<file path="src/rtl/lsu_mem_ctrl.sv">
`default_nettype none
//==============================================================================
// Module   : lsu_mem_ctrl
// Brief    : Load/store unit between the pipeline MEM stage and a
//            byte-addressed data memory. Accepts one request per handshake,
//            issues size masks, splits misaligned H/W accesses into byte
//            accesses, extends load data and returns a one-cycle response.
//            Build option MISALIGN_TRAP_EN: misaligned H/W accesses are not
//            split but answered immediately with an error.
// Revision : 1.0 - initial release
//==============================================================================
module lsu_mem_ctrl #(
   parameter int ADDR_W = 11,
   parameter int XLEN   = 32
) (
   input  logic              i_clk,
   input  logic              i_reset,
   // request side (pipeline MEM stage)
   input  logic              i_req_valid,
   output logic              o_req_ready,
   input  logic              i_req_we,
   input  logic [2:0]        i_req_funct3,
   input  logic [XLEN-1:0]   i_req_addr,
   input  logic [XLEN-1:0]   i_req_wdata,
   // response side
   output logic              o_rsp_valid,
   output logic [XLEN-1:0]   o_rsp_rdata,
   output logic              o_rsp_err,
   // data memory request port
   output logic [ADDR_W-1:0] o_mem_addr,
   output logic [XLEN-1:0]   o_mem_wdata,
   output logic [3:0]        o_mem_bmask,
   output logic              o_mem_wren,
   input  logic [XLEN-1:0]   i_mem_rdata
);

   // FSM encoding
   localparam logic [1:0] c_IDLE  = 2'd0;
   localparam logic [1:0] c_ACC   = 2'd1;
`ifndef MISALIGN_TRAP_EN
   localparam logic [1:0] c_SPLIT = 2'd2;
`endif
   localparam logic [1:0] c_RESP  = 2'd3;

   // funct3 size/sign codes
   localparam logic [2:0] c_F3_B  = 3'b000;
   localparam logic [2:0] c_F3_H  = 3'b001;
   localparam logic [2:0] c_F3_W  = 3'b010;
   localparam logic [2:0] c_F3_BU = 3'b100;
   localparam logic [2:0] c_F3_HU = 3'b101;

   logic [1:0]        r_state;
   logic              r_we;
   logic [2:0]        r_funct3;
   logic [ADDR_W-1:0] r_addr;
   logic [XLEN-1:0]   r_wdata;
   logic              r_rsp_valid;
   logic              r_rsp_err;
   logic [XLEN-1:0]   r_rsp_rdata;

   logic              w_addr_oor;
   logic              w_f3_legal;
   logic              w_req_misalign;
   logic              w_req_err;
   logic [ADDR_W-1:0] w_cur_addr;
   logic [XLEN-1:0]   w_lane;
   logic [3:0]        w_size_mask;

`ifndef MISALIGN_TRAP_EN
   logic [1:0]        r_cnt;
   logic [XLEN-1:0]   r_asm;
   logic [XLEN-1:0]   w_asm_next;
   logic [XLEN-1:0]   w_wshift;
   logic              w_last;
`endif

   // Extend a right-justified load value according to the size/sign code.
   function automatic logic [XLEN-1:0] f_extend(input logic [2:0]      f3,
                                                input logic [XLEN-1:0] v);
      logic [XLEN-1:0] res;
      case (f3)
         c_F3_B:  res = {{(XLEN-8){v[7]}}, v[7:0]};
         c_F3_H:  res = {{(XLEN-16){v[15]}}, v[15:0]};
         c_F3_BU: res = {{(XLEN-8){1'b0}}, v[7:0]};
         c_F3_HU: res = {{(XLEN-16){1'b0}}, v[15:0]};
         default: res = v;
      endcase
      return res;
   endfunction

   // Request decode: address range check and funct3 legality per direction.
   always_comb begin
      w_addr_oor = |i_req_addr[XLEN-1:ADDR_W];
      w_f3_legal = 1'b0;
      case (i_req_funct3)
         c_F3_B, c_F3_H, c_F3_W: w_f3_legal = 1'b1;
         c_F3_BU, c_F3_HU:       w_f3_legal = ~i_req_we;
         default:                w_f3_legal = 1'b0;
      endcase
      // Halfword needs addr[0]=0, word needs addr[1:0]=00; bytes never misalign.
      w_req_misalign = ((i_req_funct3[1:0] == 2'b01) && i_req_addr[0]) ||
                       ((i_req_funct3[1:0] == 2'b10) && (i_req_addr[1:0] != 2'b00));
`ifdef MISALIGN_TRAP_EN
      w_req_err = w_addr_oor || !w_f3_legal || w_req_misalign;
`else
      w_req_err = w_addr_oor || !w_f3_legal;
`endif
   end

   // Current memory byte address and the read word shifted down to that lane.
   always_comb begin
`ifdef MISALIGN_TRAP_EN
      w_cur_addr = r_addr;
`else
      w_cur_addr = (r_state == c_SPLIT) ? (r_addr + {{(ADDR_W-2){1'b0}}, r_cnt}) : r_addr;
`endif
      w_lane = i_mem_rdata >> {w_cur_addr[1:0], 3'b000};
      case (r_funct3[1:0])
         2'b00:   w_size_mask = 4'b0001;
         2'b01:   w_size_mask = 4'b0011;
         default: w_size_mask = 4'b1111;
      endcase
   end

`ifndef MISALIGN_TRAP_EN
   // Split-path helpers: assembled load value including this cycle's byte,
   // store byte for the current step and last-step detection.
   always_comb begin
      w_asm_next = r_asm;
      w_asm_next[{r_cnt, 3'b000} +: 8] = w_lane[7:0];
      w_wshift   = r_wdata >> {r_cnt, 3'b000};
      w_last     = (r_funct3[1:0] == 2'b01) ? (r_cnt == 2'd1) : (r_cnt == 2'd3);
   end

   // Byte counter and load assembly register for split accesses.
   always_ff @(posedge i_clk or posedge i_reset) begin
      if (i_reset) begin
         r_cnt <= 2'd0;
         r_asm <= '0;
      end else if (r_state == c_IDLE) begin
         if (i_req_valid) begin
            r_cnt <= 2'd0;
            r_asm <= '0;
         end
      end else if (r_state == c_SPLIT) begin
         r_cnt <= r_cnt + 2'd1;
         r_asm <= w_asm_next;
      end
   end
`endif

   // Main control FSM with registered response outputs.
   always_ff @(posedge i_clk or posedge i_reset) begin
      if (i_reset) begin
         r_state     <= c_IDLE;
         r_we        <= 1'b0;
         r_funct3    <= 3'b000;
         r_addr      <= '0;
         r_wdata     <= '0;
         r_rsp_valid <= 1'b0;
         r_rsp_err   <= 1'b0;
         r_rsp_rdata <= '0;
      end else begin
         // Response signals are single-cycle pulses.
         r_rsp_valid <= 1'b0;
         r_rsp_err   <= 1'b0;
         r_rsp_rdata <= '0;
         case (r_state)
            c_IDLE: begin
               if (i_req_valid) begin
                  r_we     <= i_req_we;
                  r_funct3 <= i_req_funct3;
                  r_addr   <= i_req_addr[ADDR_W-1:0];
                  r_wdata  <= i_req_wdata;
                  if (w_req_err) begin
                     r_state     <= c_RESP;
                     r_rsp_valid <= 1'b1;
                     r_rsp_err   <= 1'b1;
`ifndef MISALIGN_TRAP_EN
                  end else if (w_req_misalign) begin
                     r_state <= c_SPLIT;
`endif
                  end else begin
                     r_state <= c_ACC;
                  end
               end
            end
            c_ACC: begin
               r_state     <= c_RESP;
               r_rsp_valid <= 1'b1;
               if (!r_we) begin
                  r_rsp_rdata <= f_extend(r_funct3, w_lane);
               end
            end
`ifndef MISALIGN_TRAP_EN
            c_SPLIT: begin
               if (w_last) begin
                  r_state     <= c_RESP;
                  r_rsp_valid <= 1'b1;
                  if (!r_we) begin
                     r_rsp_rdata <= f_extend(r_funct3, w_asm_next);
                  end
               end
            end
`endif
            c_RESP: begin
               r_state <= c_IDLE;
            end
            default: begin
               r_state <= c_IDLE;
            end
         endcase
      end
   end

   // Memory port is only active in the access states; zero elsewhere.
   always_comb begin
      o_mem_addr  = '0;
      o_mem_wdata = '0;
      o_mem_bmask = 4'b0000;
      o_mem_wren  = 1'b0;
      case (r_state)
         c_ACC: begin
            o_mem_addr  = w_cur_addr;
            o_mem_bmask = w_size_mask;
            o_mem_wren  = r_we;
            if (r_we) begin
               o_mem_wdata = r_wdata;
            end
         end
`ifndef MISALIGN_TRAP_EN
         c_SPLIT: begin
            o_mem_addr  = w_cur_addr;
            o_mem_bmask = 4'b0001;
            o_mem_wren  = r_we;
            if (r_we) begin
               o_mem_wdata = {{(XLEN-8){1'b0}}, w_wshift[7:0]};
            end
         end
`endif
         default: ;
      endcase
   end

   assign o_req_ready = (r_state == c_IDLE);
   assign o_rsp_valid = r_rsp_valid;
   assign o_rsp_err   = r_rsp_err;
   assign o_rsp_rdata = r_rsp_rdata;

endmodule
`default_nettype wire

</file>
<file path="config.mk">
export PLATFORM = sky130hd
export DESIGN_NAME = lsu_mem_ctrl
export DESIGN_NICKNAME = d
export VERILOG_FILES = /design/src/rtl/lsu_mem_ctrl.sv
export SDC_FILE = /design/constraint.sdc
export NUM_CORES = 1
export LEC_CHECK = 0
export ABC_AREA = 1
export CAP_MARGIN = 10
export CELL_PAD_IN_SITES_DETAIL_PLACEMENT = 0
export CELL_PAD_IN_SITES_GLOBAL_PLACEMENT = 1
export CORE_MARGIN = 4
export CORE_UTILIZATION = 35
export CTS_CLUSTER_DIAMETER = 80
export DETAILED_ROUTE_END_ITERATION = 7
export PLACE_DENSITY_LB_ADDON = 0.1
export SLEW_MARGIN = 20
export SYNTH_ARGS = -nofsm -noshare
export SYNTH_HDL_FRONTEND = slang
export SYNTH_SLANG_ARGS = --single-unit
</file>
<file path="constraint.sdc">
create_clock -name i_clk -period 4.4 [get_ports i_clk]
set_input_delay 0.88 -clock i_clk [delete_from_list [all_inputs] [get_ports i_clk]]
set_output_delay 0.88 -clock i_clk [all_outputs]
set_load 0.02 [all_outputs]
</file>
After elaboration in Yosys (flattened, before gate mapping)
Index checks and enable logic that the tools add are counted.
{ "word_totals": {"regBits": 117, "output_inout_bits": 83} }
{ "classes": {"n_eq_ne": 17, "n_addsub": 3, "muxes": 33, "reduce_logical": 18, "n_bitwise": 1, "n_shift": 4} }
{ "ops": {"columns": ["op", "n"], "rows": [
  ["32-bit case mux with 4 select lines", 2],
  ["32-bit 2-to-1 mux", 7],
  ["32-bit case mux with 2 select lines", 2],
  ["32-bit bitwise mux", 1],
  ["8-bit by 7-bit variable shift with 32-bit output (first input constant)", 1],
  ["8-bit by 7-bit indexed part select with 32-bit output", 1],
  ["32-bit by 5-bit >> shifter with 32-bit output", 1],
  ["32-bit by 5-bit >> shifter with 8-bit output", 1],
  ["11-bit 2-to-1 mux", 2],
  ["21-bit OR reduction", 1],
  ["4-bit case mux with 2 select lines", 2],
  ["2-bit 2-to-1 mux", 7],
  ["3-bit == test (second input constant)", 4],
  ["11-bit by 2-bit adder with 11-bit output", 1],
  ["2-bit by 1-bit == test with 1-bit output (second input constant)", 4],
  ["2-bit == test (second input constant)", 4],
  ["8-bit 2-to-1 mux", 1],
  ["2-bit case mux with 4 select lines", 1],
  ["5-bit negator with 7-bit output", 1],
  ["3-bit by 1-bit == test with 1-bit output (second input constant)", 2],
  ["3-bit zero test", 2],
  ["1-bit 2-to-1 mux", 6],
  ["2-bit AND reduction", 3],
  ["2-bit zero test", 2],
  ["12 further kinds", 17]
]} }

Logic depth before layout (Yosys ltp)
Gate-level depths: netlist (run 1).
{ "logic_depth": {"ltp_word": 9, "depth_mapped": 16, "mapped_depth_nobuf": 14} }

Least setup slack after synthesis (run 1)
OpenSTA, ideal clock, no wires.
{ "synth_timing": {"path_kind": "reg-to-output", "from": "register r_addr[0]", "to": "output o_mem_addr[10]", "n_path_buf": 0, "required_ns": 3.520, "path_slack_ns": 1.489, "path_stages_with_launch": 11, "t_arrival_ns": 2.031, "path_cell_list": "dfrtp_1 ha_1 fa_1 nand3_1 nor2_1 nand2_1 nor2_1 nand2_1 nor3b_1 nand2_1 a21oi_1"} }
{ "synth_between": {"elab_chain_cells": 3} }
{ "synth_lines": {"columns": ["element", "line_no", "rtl"], "rows": [
  ["start: declaration", "55", "logic [ADDR_W-1:0] r_addr;"],
  ["start signal: assignment", "173", "r_addr <= i_req_addr[ADDR_W-1:0];"],
  ["11-bit by 2-bit adder with 11-bit output", "115", "w_cur_addr = (r_state == c_SPLIT) ? (r_addr + {{(ADDR_W-2){1'b0}}, r_cnt}) : r_addr;"],
  ["11-bit 2-to-1 mux", "115", null],
  ["11-bit 2-to-1 mux", "222", "case (r_state)"],
  ["end: declaration", "30", "output logic [ADDR_W-1:0] o_mem_addr,"]
]} }
Every way passes these cells.

Worst setup path after layout (run 1)
Same ends and word-level chain as after synthesis.

==> summary.md, run 1 <==
| Metric | Value |
|---|---|
| HPWL Detailed | `16,500 um` |
| Effective utilization at floorplan | `35.6%` |
| Routed wire length | `23,300 um` |
| Slew HR | `39.9%` |
| Area of the die | `22,900 um2` |
| Max Fclk | `0.256 GHz` |
| Sequential power share | `23.4%` |
| Die height | `151 um` |
| Power Density | `736 nW/um2` |
| Hold_buf cts | `0` |
| Clock Sinks | `117` |
| Clock skew | `8.87 ps` |
| # resized after CTS | `0` |
| EDFF count, synth | `0` |
| Sw frac | `48.5%` |
| Worst Hold Depth | `1` |
| RR Endpoint | `o_rsp_rdata[21]` |
| Per-cell routed wire length | `16.4 um` |
| Gate Count Post-Synth | `975` |
| Critical path class | `reg -> out` |
| Ys async rst share | `100%` |
| Most frequent cells in the layout | `nand2_1, clkdlybuf4s50_1, dfrtp_1, a21oi_1, inv_1` |
| Total Power | `0.00720 W` |
| DP Area | `9250 um2` |
| IO Count | `186` |
| Grt ovf | `0` |
| Sw Pwr | `0.00349 W` |
| # fillers | `2,088` |
| Core box area | `20,200 um2` |
| Root buffer cell | `clkbuf_16` |
| Internal | `0.00371 W` |
| Post-layout nets | `1,255` |
| CTS clock-pin slew for the worst setup and hold paths | `50 ps` |
| Total number of vias | `6,995` |
| Ys Warns | `0` |
| TritonCTS clock tree | `done` |
| Port bufs | `185` |
| Worst-Skew Late Latency | `410 ps` |
| Yosys reg bits | `117` |
| Mean area per synthesized cell | `7.39 um2` |
| Overall routing resource usage | `20.7%` |
| CP max stage cell | `clkdlybuf4s50_1` |
| WP data required | `3520 ps` |
| Area contributors post-synth | `dfrtp_1, nand2_1, a21oi_1, nand3_1, inv_1` |
| Cell variety after synth | `42` |
| RR Startpoint | `r_cnt[1]` |
| CTS H-tree lvls | `4` |
| Drt pass-1 iters | `5` |
| Final hold violations | `0` |
| Largest stage delay, worst path | `610 ps` |
| Slew Limit Fails | `0` |
| Vias/cell | `4.93` |
| Starting DRC count in detailed routing | `396` |
| GP Congestion | `0.837` |
| Largest area contributor in the netlist | `dfrtp_1` |
| Reg-to-reg slack, setup | `1250 ps` |
| Worst hold endpoint | `r_asm[23]` |
| Final setup viols | `0` |
| R2r worst-path depth | `11` |
| Top FF cell, synth | `dfrtp_1` |
| Worst vdd ir | `331 uV` |
| CTS Buf Count | `17` |
| Largest net degree at the start of global routing | `66` |
| Row count | `52` |
| Cell Chain, Critical Path | `ha_1 -> fa_1 -> nand3_1 -> nor2_1 -> nand2_1 -> nor2_1 -> nand2_1 -> nor3b_1 -> nand2_1 -> a21oi_1 -> clkdlybuf4s50_1` |
| Commonest non-fill, non-tap cell in the layout | `nand2_1` |
| Clock buffer depth | `2` |
| Setup_tns | `0 ps` |
| Top cell by count, worst path | `nand2_1` |
| Period Utilization, post-route | `88.8%` |
| Worst hold path type | `reg -> reg` |
| Setup crit end kind | `output port` |
| RSZ-0062 raised after global routing | `no` |
| Fin area | `9780 um2` |
| Leak | `4.68 nW` |
| Total nets after synthesis | `1,090` |
| Comb pwr share | `58.7%` |
| Worst slew pin tran | `894 ps` |
| CP Launch Type | `flop` |
| Vias in the first global route | `6,897` |
| Clock share of power | `17.9%` |
| Setup bufs post-CTS | `0` |
| Synth top area share | `40.6%` |
| DRC | `0` |
| Initial antenna violation count | `1` |
| Antenna Nets Post-Route | `0` |
| Layout cells sized above 1 | `10.2%` |
| Max cap viols | `0` |
| Status | `complete, no violations` |
| Worst Path Arrival | `3030 ps` |
| Min-delay src | `r_asm[23]` |
| Global-route wire length before repair | `36,800 um` |
| Sequential share of the synthesized area | `40.6%` |
| Synth Cell Area | `7210 um2` |
| P&R area growth vs syn | `35.8%` |
| Die W | `151 um` |
| Crit path time final | `3910 ps` |
| Crit Path Max Fanout | `4` |
-- power groups by stage --
stage                     logic, W  registers, W  clock network [W]
after floorplan            0.00277       0.00173                  0
final                      0.00423       0.00169            0.00129
after global routing       0.00466       0.00173            0.00136
after global placement     0.00425       0.00169                  0
after detailed placement   0.00423       0.00171                  0
after CTS                  0.00425       0.00169            0.00132
-- how the worst max path moves through the flow --
stage	startpoint	end	slack [ps]	depth (start not counted)
after floorplan	i_reset	o_rsp_err	420	1
after global placement	r_addr[0]	o_mem_addr[10]	950	11
after detailed placement	r_addr[0]	o_mem_addr[10]	920	11
after CTS	r_addr[0]	o_mem_addr[10]	470	11
after global routing	r_addr[0]	o_mem_addr[10]	270	11
final	r_addr[0]	o_mem_addr[10]	490	11
-- flip-flops by register name, indices dropped and copies added, names as in the netlist, 2 cells and up --
| signal | flops |
|---|---|
| r_asm | 32 |
| r_cnt | 2 |
| r_state | 2 |
| o_rsp_rdata | 32 |
| r_funct3 | 3 |
| r_wdata | 32 |
| r_addr | 11 |
-- cells by family after synthesis --
| group | after synthesis | synth area share [%] |
|---|---|---|
| AND/OR/NAND/NOR | 452 | 28.3 |
| AO/OA/AOI/OAI | 211 | 16.6 |
| buffers and inverters | 166 | 9.55 |
| flip-flops | 117 | 40.6 |
| multiplexers | 17 | 2.66 |
| adder cells (fa/ha/maj) | 12 | 2.19 |
-- per-layer routing --
metal,share of wire [%],vias to the layer above,GRT usage [%]
li1,-,3516,-
met1,48,3190,29.7
met2,42,262,29.9
met3,8.6,27,6.19
met4,1.9,0,6.44
met5,0,-,0
-- stage by stage --
stage / hold slack, ps / setup WS [ps] / util, % / std cells
2_1_floorplan: 450 / 419 / - / 975
3_3_place_gp: 458 / 953 / 45.7 / 1391
3_5_place_dp: 465 / 920 / 45.7 / 1391
4_1_cts: 476 / 469 / 48.3 / 1418
5_1_grt: 483 / 275 / 48.3 / 1419
6_report: 472 / 492 / 48.3 / 1419
-- cell usage after synthesis, types with 7 or more instances --
master / instances
a22o_1: 9
buf_2: 12
a21o_1: 16
dfrtp_1: 117
a21oi_1: 106
nor2_1: 87
ha_1: 11
a21oi_2: 10
inv_2: 9
clkbuf_1: 25
mux2_2: 17
inv_1: 99
nand4_1: 16
o21ai_0: 57
nand2_1: 210
buf_1: 7
nand2_2: 20
nand3_1: 95
-- area by class of cell --
| type | count | area [um2] | area share [%] |
|---|---|---|---|
| Inverter | 114 | 435 | 4.45 |
| Multi-Input combinational cell | 692 | 3590 | 36.7 |
| Timing Repair Buffer | 198 | 1950 | 19.9 |
| Clock inverter | 6 | 55.1 | 0.563 |
| Antenna cell | 1 | 2.50 | 0.0256 |
| Tap cell | 270 | 338 | 3.45 |
| Sequential cell | 117 | 2930 | 29.9 |
| Clock buffer | 21 | 480 | 4.91 |
-- critical path, delay by kind of cell (launching register included) --
family                   cells  cell delay [ps]
AND/OR/NAND/NOR              7              940
buffers and inverters        1              610
flip-flops                   1              480
adder cells (fa/ha/maj)      2              440
AO/OA/AOI/OAI                1              150
Note: power is estimated with default switching activity, not from simulation.
==> inputs of run 2 (changes only) <==
- MAX_ROUTING_LAYER: default -> met4
- RECOVER_POWER: default -> 50
==> summary.md, run 2 (synthesis results as in run 1) <==
| Metric | Value |
|---|---|
| CP Launch Point | `r_addr[0]` |
| # fillers | `2,089` |
| Final setup viols | `0` |
| Crit path time final | `3890 ps` |
| Hold_buf cts | `0` |
| Leak | `4.78 nW` |
| CP Launch Type | `flop` |
| Status | `complete, but fails checks` |
| Failing checks | `max-capacitance violations, max-slew violations` |
| RSZ-0062 raised after global routing | `no` |
| Overall routing resource usage | `21.3%` |
| Power Density | `733 nW/um2` |
| RR Startpoint | `r_cnt[1]` |
| Max Fclk | `0.257 GHz` |
| Per-cell routed wire length | `16.4 um` |
| Core box area | `20,200 um2` |
| Register area | `2930 um2` |
| Final core occ | `48.3%` |
| Layout cells sized above 1 | `9.93%` |
| Final hold violations | `0` |
| Post-route insts no fill | `1,419` |
| Crit Path Max Fanout | `4` |
| Setup crit end kind | `output port` |
| Reg-to-reg slack, setup | `1240 ps` |
| HPWL Detailed | `16,500 um` |
| CTS Buf Count | `17` |
| Antenna Nets Post-Route | `0` |
| Starting DRC count in detailed routing | `400` |
| Period Utilization, post-route | `88.5%` |
| Drt pass-1 iters | `5` |
| IO Count | `186` |
| Clock buffer depth | `2` |
| Total Power | `0.00716 W` |
| Setup bufs post-CTS | `0` |
| Vias in the first global route | `6,902` |
| Commonest non-fill, non-tap cell in the layout | `nand2_1` |
| Largest net degree at the start of global routing | `66` |
| Die W | `151 um` |
| Routed wire length | `23,300 um` |
| Worst vdd ir | `330 uV` |
| Hold slack final | `472 ps` |
| Min-delay src | `r_asm[23]` |
| Grt ovf | `0` |
| Most frequent cells in the layout | `nand2_1, clkdlybuf4s50_1, dfrtp_1, a21oi_1, inv_1` |
| Vias/cell | `4.92` |
| Row count | `52` |
| Port bufs | `185` |
| GP Congestion | `0.849` |
| CTS clock-pin slew for the worst setup and hold paths | `50 ps` |
| Max cap viols | `1` |
| Slew HR | `-71.0%` |
| Worst slew pin tran | `2560 ps` |
| Worst hold path type | `reg -> reg` |
| Root buffer cell | `clkbuf_16` |
| R2r worst-path depth | `11` |
| Post-Place Cells | `1,391` |
| Area of the die | `22,900 um2` |
| Setup_tns | `0 ps` |
| RR Endpoint | `o_rsp_rdata[19]` |
| Effective utilization at floorplan | `35.6%` |
| DRC | `0` |
| Worst-Skew Late Latency | `410 ps` |
| Die height | `151 um` |
| Global-route wire length before repair | `36,900 um` |
| Multi-input gate area | `3590 um2` |
| Total number of vias | `6,985` |
| WP data required | `3520 ps` |
| Slew Limit Fails | `66` |
| Critical path class | `reg -> out` |
| Worst Hold Depth | `1` |
| Post-layout nets | `1,255` |
| Worst hold endpoint | `r_asm[23]` |
| Clock skew | `9.21 ps` |
| P&R area growth vs syn | `35.6%` |
| Initial antenna violation count | `1` |
| TritonCTS clock tree | `done` |
| CTS H-tree lvls | `4` |
| Clock Sinks | `117` |
| # resized after CTS | `0` |
| Worst Path Arrival | `3010 ps` |
[run 2: cell count changes in the layout (fill, tap and decap cells not counted), sizes merged]
cell / delta
clkdlybuf4s50: -29
clkbuf: +1
dlygate4sd3: +29
buf: -1
[run 2: worst max-delay path by stage]
stage	slack [ps]	depth (start not counted)	end
after global routing	280	11	o_mem_addr[10]
after floorplan	420	1	o_rsp_err
after global placement	950	11	o_mem_addr[10]
after CTS	470	11	o_mem_addr[10]
after detailed placement	920	11	o_mem_addr[10]
final	510	11	o_mem_addr[10]
[run 2: layout make-up]
class                   count  area share [%]
flip-flops and latches    117            30.0
diodes                      1          0.0256
clock buffers              21            4.92
multi-input cells         692            36.7
repair buffers            198            19.9
clock inverters             6           0.563
well taps                 270            3.46
inverters                 114            4.43
[run 2: critical path, cell delays in order, from the launching register on]
cell and delay (ps):
dfrtp_1 480, ha_1 240, fa_1 200, nand3_1 100, nor2_1 140, nand2_1 80
nor2_1 160, nand2_1 90, nor3b_1 240, nand2_1 110, a21oi_1 150, clkdlybuf4s50_1 610
[run 2: per-stage QoR]
stage          area (um2)  worst slack [ps]
2_1_floorplan        7210               419
3_3_place_gp         9250               953
3_5_place_dp         9250               920
4_1_cts              9780               469
5_1_grt              9770               277
6_report             9770               507
[run 2: report_power, final]
group | leakage, nW | switching (W) | total, W | internal [W]
clock network | 0.272 | 0.000470 | 0.00128 | 0.000813
registers | 1.48 | 0.000215 | 0.00168 | 0.00147
logic | 3.02 | 0.00279 | 0.00420 | 0.00141
total | 4.78 | 0.00348 | 0.00716 | 0.00369
[run 2: routing by layer]
metal  vias to the layer above  global-route usage (%)  share of wire, %
met3                        28                    5.12               7.6
met4                         0                    6.44               2.0
met1                      3205                    30.2                48
met5                         -                       -                 0
met2                       238                    30.1                42
li1                       3514                       -                 -
==> inputs of run 3 (changes only) <==
- MAX_ROUTING_LAYER: met4 -> default
==> summary.md, run 3 (synthesis results as in run 1) <==
| Metric | Value |
|---|---|
| Status | `complete, but fails checks` |
| Failing checks | `max-capacitance violations, max-slew violations` |
| Die W | `151 um` |
| DRC | `0` |
| Port bufs | `185` |
| IO Count | `186` |
| Worst Path Arrival | `3030 ps` |
| # fillers | `2,089` |
| Overall routing resource usage | `20.7%` |
| Met3 Use GR | `6.19%` |
| Period Utilization, post-route | `88.8%` |
| CTS H-tree lvls | `4` |
| Multi-input gate area | `3590 um2` |
| Final hold violations | `0` |
| HPWL Detailed | `16,500 um` |
| # resized after CTS | `0` |
| Register area | `2930 um2` |
| Routed wire length | `23,300 um` |
| CTS Buf Count | `17` |
| Largest stage delay, worst path | `610 ps` |
| Final setup viols | `0` |
| Drt pass-1 iters | `5` |
| GP Congestion | `0.837` |
| Slew HR | `-69.8%` |
| Hold_buf cts | `0` |
| Clock Sinks | `117` |
| Area of the die | `22,900 um2` |
| Starting DRC count in detailed routing | `404` |
| Max Fclk | `0.256 GHz` |
| Leak | `4.78 nW` |
| Cell Chain, Critical Path | `ha_1 -> fa_1 -> nand3_1 -> nor2_1 -> nand2_1 -> nor2_1 -> nand2_1 -> nor3b_1 -> nand2_1 -> a21oi_1 -> clkdlybuf4s50_1` |
| Global-route wire length before repair | `36,800 um` |
| CP max stage cell | `clkdlybuf4s50_1` |
| Setup crit end kind | `output port` |
| Clock buffer depth | `2` |
| GRT busiest layer | `met2` |
| Total Power | `0.00717 W` |
| Initial antenna violation count | `1` |
| Setup bufs post-CTS | `0` |
| Hold slack final | `472 ps` |
| Post-layout nets | `1,255` |
| Largest net degree at the start of global routing | `66` |
| Top cell by count, worst path | `nand2_1` |
| P&R area growth vs syn | `35.6%` |
| Vias/cell | `4.94` |
| Max cap viols | `1` |
| Worst-Skew Late Latency | `410 ps` |
| RSZ-0062 raised after global routing | `no` |
| Grt ovf | `0` |
| Final core occ | `48.3%` |
| Vias in the first global route | `6,897` |
| CP Launch Type | `flop` |
| Worst Hold Depth | `1` |
| Power Density | `734 nW/um2` |
| Core box area | `20,200 um2` |
| Total number of vias | `7,016` |
| Clock skew | `8.60 ps` |
| Root buffer cell | `clkbuf_16` |
| Post-route insts no fill | `1,419` |
| Critical path class | `reg -> out` |
| Slew Limit Fails | `66` |
| Row count | `52` |
| Layout cells sized above 1 | `9.93%` |
| Die height | `151 um` |
| Crit Path Max Fanout | `4` |
| Effective utilization at floorplan | `35.6%` |
| Post-Place Cells | `1,391` |
| R2r worst-path depth | `11` |
| Worst hold path type | `reg -> reg` |
| TritonCTS clock tree | `done` |
| Setup_tns | `0 ps` |
| Worst vdd ir | `330 uV` |
| Antenna Nets Post-Route | `0` |
| Per-cell routed wire length | `16.4 um` |
| CTS clock-pin slew for the worst setup and hold paths | `50 ps` |
| Commonest non-fill, non-tap cell in the layout | `nand2_1` |
| GRT met1 Usage | `29.7%` |
| Crit path time final | `3910 ps` |
| Worst slew pin tran | `2540 ps` |
| Routing usage on met2 | `29.9%` |
| Most frequent cells in the layout | `nand2_1, clkdlybuf4s50_1, dfrtp_1, a21oi_1, inv_1` |
| WP data required | `3520 ps` |
[run 3: cell counts in the layout (fill, tap and decap cells not counted)]
No cell type changed its count.
[run 3: final timing paths]
kind                            from              end  slack (ps)
max                        r_addr[0]   o_mem_addr[10]         490
min                        r_asm[23]        r_asm[23]         470
max reg2reg                 r_cnt[1]  o_rsp_rdata[21]        1270
min reg2reg                r_asm[23]        r_asm[23]         470
max in group asynchronous    i_reset   o_rsp_rdata[3]        1010
min in group asynchronous    i_reset       r_wdata[8]        1790
[run 3: routing by layer]
| layer | up-vias | routed length [um] |
|---|---|---|
| li1 | 3507 | - |
| met1 | 3207 | 11000 |
| met2 | 275 | 9800 |
| met3 | 27 | 2070 |
| met4 | 0 | 441 |
| met5 | - | 0 |
[run 3: worst max-delay path: cells and delay by family, from the launching register on]
| kind | cells | cell delay, ps |
|---|---|---|
| simple gates | 7 | 940 |
| buf+inv | 1 | 610 |
| flops | 1 | 480 |
| fa+ha+maj | 2 | 440 |
| compound gates | 1 | 150 |
[run 3: final cells by class]
| cell class | instances | area share [%] |
|---|---|---|
| Multi-Input combinational cell | 692 | 36.7 |
| Clock buffer | 21 | 4.92 |
| Clock inverter | 6 | 0.563 |
| Sequential cell | 117 | 30.0 |
| Timing Repair Buffer | 198 | 19.9 |
| Inverter | 114 | 4.43 |
| Tap cell | 270 | 3.46 |
| Antenna cell | 1 | 0.0256 |
[run 3: per-stage QoR]
stage / setup WS [ps] / cell area [um2]
final: 492 / 9770
after global routing: 275 / 9770
after CTS: 469 / 9780
after detailed placement: 920 / 9250
after global placement: 953 / 9250
after floorplan: 419 / 7210
[run 3: power breakdown]
group          total, W  switching [W]  internal, W
clock network   0.00129       0.000474     0.000813
logic           0.00420        0.00280      0.00140
registers       0.00168       0.000215      0.00147
==> patch: new RTL, flow settings as in run 2 <==
`XLEN`: 32 -> 24.
--- a/src/rtl/lsu_mem_ctrl.sv
+++ b/src/rtl/lsu_mem_ctrl.sv
@@ -11,7 +11,7 @@
 //==============================================================================
 module lsu_mem_ctrl #(
    parameter int ADDR_W = 11,
-   parameter int XLEN   = 32
+   parameter int XLEN   = 24
 ) (
    input  logic              i_clk,
    input  logic              i_reset,
Ports: changed (5 resized); port bits go from 186 to 146. The function was not compared with the original's and may differ.
==> patch against run 2 <==
  * Wire length fell by 23%
  * The run still ends with capacitance limit, slew limit left
  * Clock skew rose by 1.1 ps
  * Clock power decreased by 38%
  * Non-clock buffer count is 46 lower
  * Worst hold slack better by 6.4 ps
  * Synthesized area fell by 24%
  * Total power down 25%
  * First-iteration DRC count is 7.5% lower
  * Combinational power is 25% lower
  * Highest routed layer unchanged
  * Worst setup slack lost 48 ps
  * Cell area down 24%
  * Sequential cell count fell by 24
==> patch: results (changes against run 2) <==
Placed design
  – # port buffers: 145 (-22%)
  – Dpl ws: 847 ps (-73.0 ps)
  – Area of placed instances: 7120 um2 (-23%)
  – DP Cell Count: 1066 (-23%)
  – RD Place Congestion: 0.888 (+4.6%)

Run status
  – Outcome: complete, but fails checks
  – Failing checks: capacitance limit, slew limit

Final layout
  – Nets: 957 (-24%)
  – Layout cell share with drive strength beyond 1: 0.0679 (-0.0314)

STA
  – Max Slew Vio Count: 67 (+1.5%)
  – Worst-margin pin slew: 1810 ps (-751 ps)
  – Post-Route Skew: 10.3 ps (+1.14 ps)
  – Hold_ws: 478 ps (+6.44 ps)

Routing
  – Via density per instance: 5.00 (+1.5%)
  – Via count: 5400 (-23%)
  – Per-cell routed wire length: 16.6 um (+1.0%)
  – 1st-iter DRT viols: 370 (-7.5%)

Critical path
  – R2R Setup Slk: 1540 ps (+300 ps)
  – Slowest cell on the critical path: dfrtp_1
  – Crit path max fanout: 15 (+11)
  – Worst reg2reg startpoint: r_state[0]$_DFFE_PP0P_
  – Reg-to-Reg End: r_asm[22]$_DFFE_PP0P_
  – WP data arrival: 3060 ps (+50 ps)

GRT
  – First-pass GRT wire length: 28800 um (-22%)
  – Tot GR Track Use: 0.210 (-0.00307)
  – Vias in the first global route: 5489 (-20%)

Yosys
  – Sequential element share of the synthesized area: 0.423 (+0.0164)
  – Adder-cell area share of the yosys netlist: 0.0286 (+0.00676)
  – Synth Instances: 732 (-25%)
  – Syn nets: 823 (-24%)
  – Mux cell area share after synthesis: 0 (-0.0266)
  – Post-synth top cells: nand2_1, dfrtp_1, o21ai_0
  – Post-Synth XOR/XNOR Area: 0.00318 (+0.00318)
  – Synth area leaders: dfrtp_1, nand2_1, o21ai_0

Clocking
  – Total CTS buffers: 9 (-8)
  – Clock latency on the worst-skew pair: 350 ps (-60 ps)
  – H-tree levels: 3 (-1)
  – CTS Buffer Depth: 2 (unchanged)

Power
  – Maximum VDD drop: 0.255 mV (-23%)
  – Leakage: 0.00345 uW (-28%)

Run
  – Max cap viols: 2 (+1)
==> patch: cell count changes after synthesis, sizes merged, moves of 10 or more <==
| cell | run 2 | this run |
|---|---|---|
| a21oi | 117 | 48 |
| mux2 | 17 | 0 |
| nor2 | 91 | 58 |
| nand2 | 235 | 225 |
| inv | 109 | 66 |
| buf | 27 | 15 |
| nand3 | 98 | 54 |
| clkbuf | 25 | 14 |
| dfrtp | 117 | 93 |
==> patch: final cells by class <==
type                    instances  area share
diodes                          1    0.000337
clock inverters                 3     0.00624
repair buffers                152       0.201
multi-input cells             540       0.373
clock buffers                  11      0.0341
inverters                      70      0.0356
flip-flops and latches         93       0.314
well taps                     211      0.0356
==> patch: worst max path at each step <==
| stage | startpoint | endpoint | slack [ps] | depth (start not counted) |
|---|---|---|---|---|
| 2_1_floorplan | i_reset | o_rsp_err$_DFF_PP0_ | 1100 | 1 |
| 5_1_grt | r_cnt[0]$_DFFE_PP0P_ | o_mem_addr[10] | 180 | 12 |
| 6_report | r_cnt[0]$_DFFE_PP0P_ | o_mem_addr[10] | 460 | 12 |
| 3_5_place_dp | r_cnt[0]$_DFFE_PP0P_ | o_mem_addr[10] | 850 | 12 |
| 3_3_place_gp | r_cnt[0]$_DFFE_PP0P_ | o_mem_addr[10] | 880 | 11 |
| 4_1_cts | r_cnt[0]$_DFFE_PP0P_ | o_mem_addr[10] | 450 | 12 |
==> patch: power breakdown <==
group	internal, uW	switching [uW]	total, uW
Clock	466	333	800
Sequential	1170	243	1410
Combinational	1040	2110	3150
Total	2670	2680	5360
==> patch: layer usage <==
layer | up-vias | share of wire | track usage
li1 | 2685 | - | -
met1 | 2492 | 0.44 | 0.266
met2 | 200 | 0.48 | 0.340
met3 | 23 | 0.060 | 0.0423
met4 | 0 | 0.019 | 0.0651
met5 | - | 0 | -
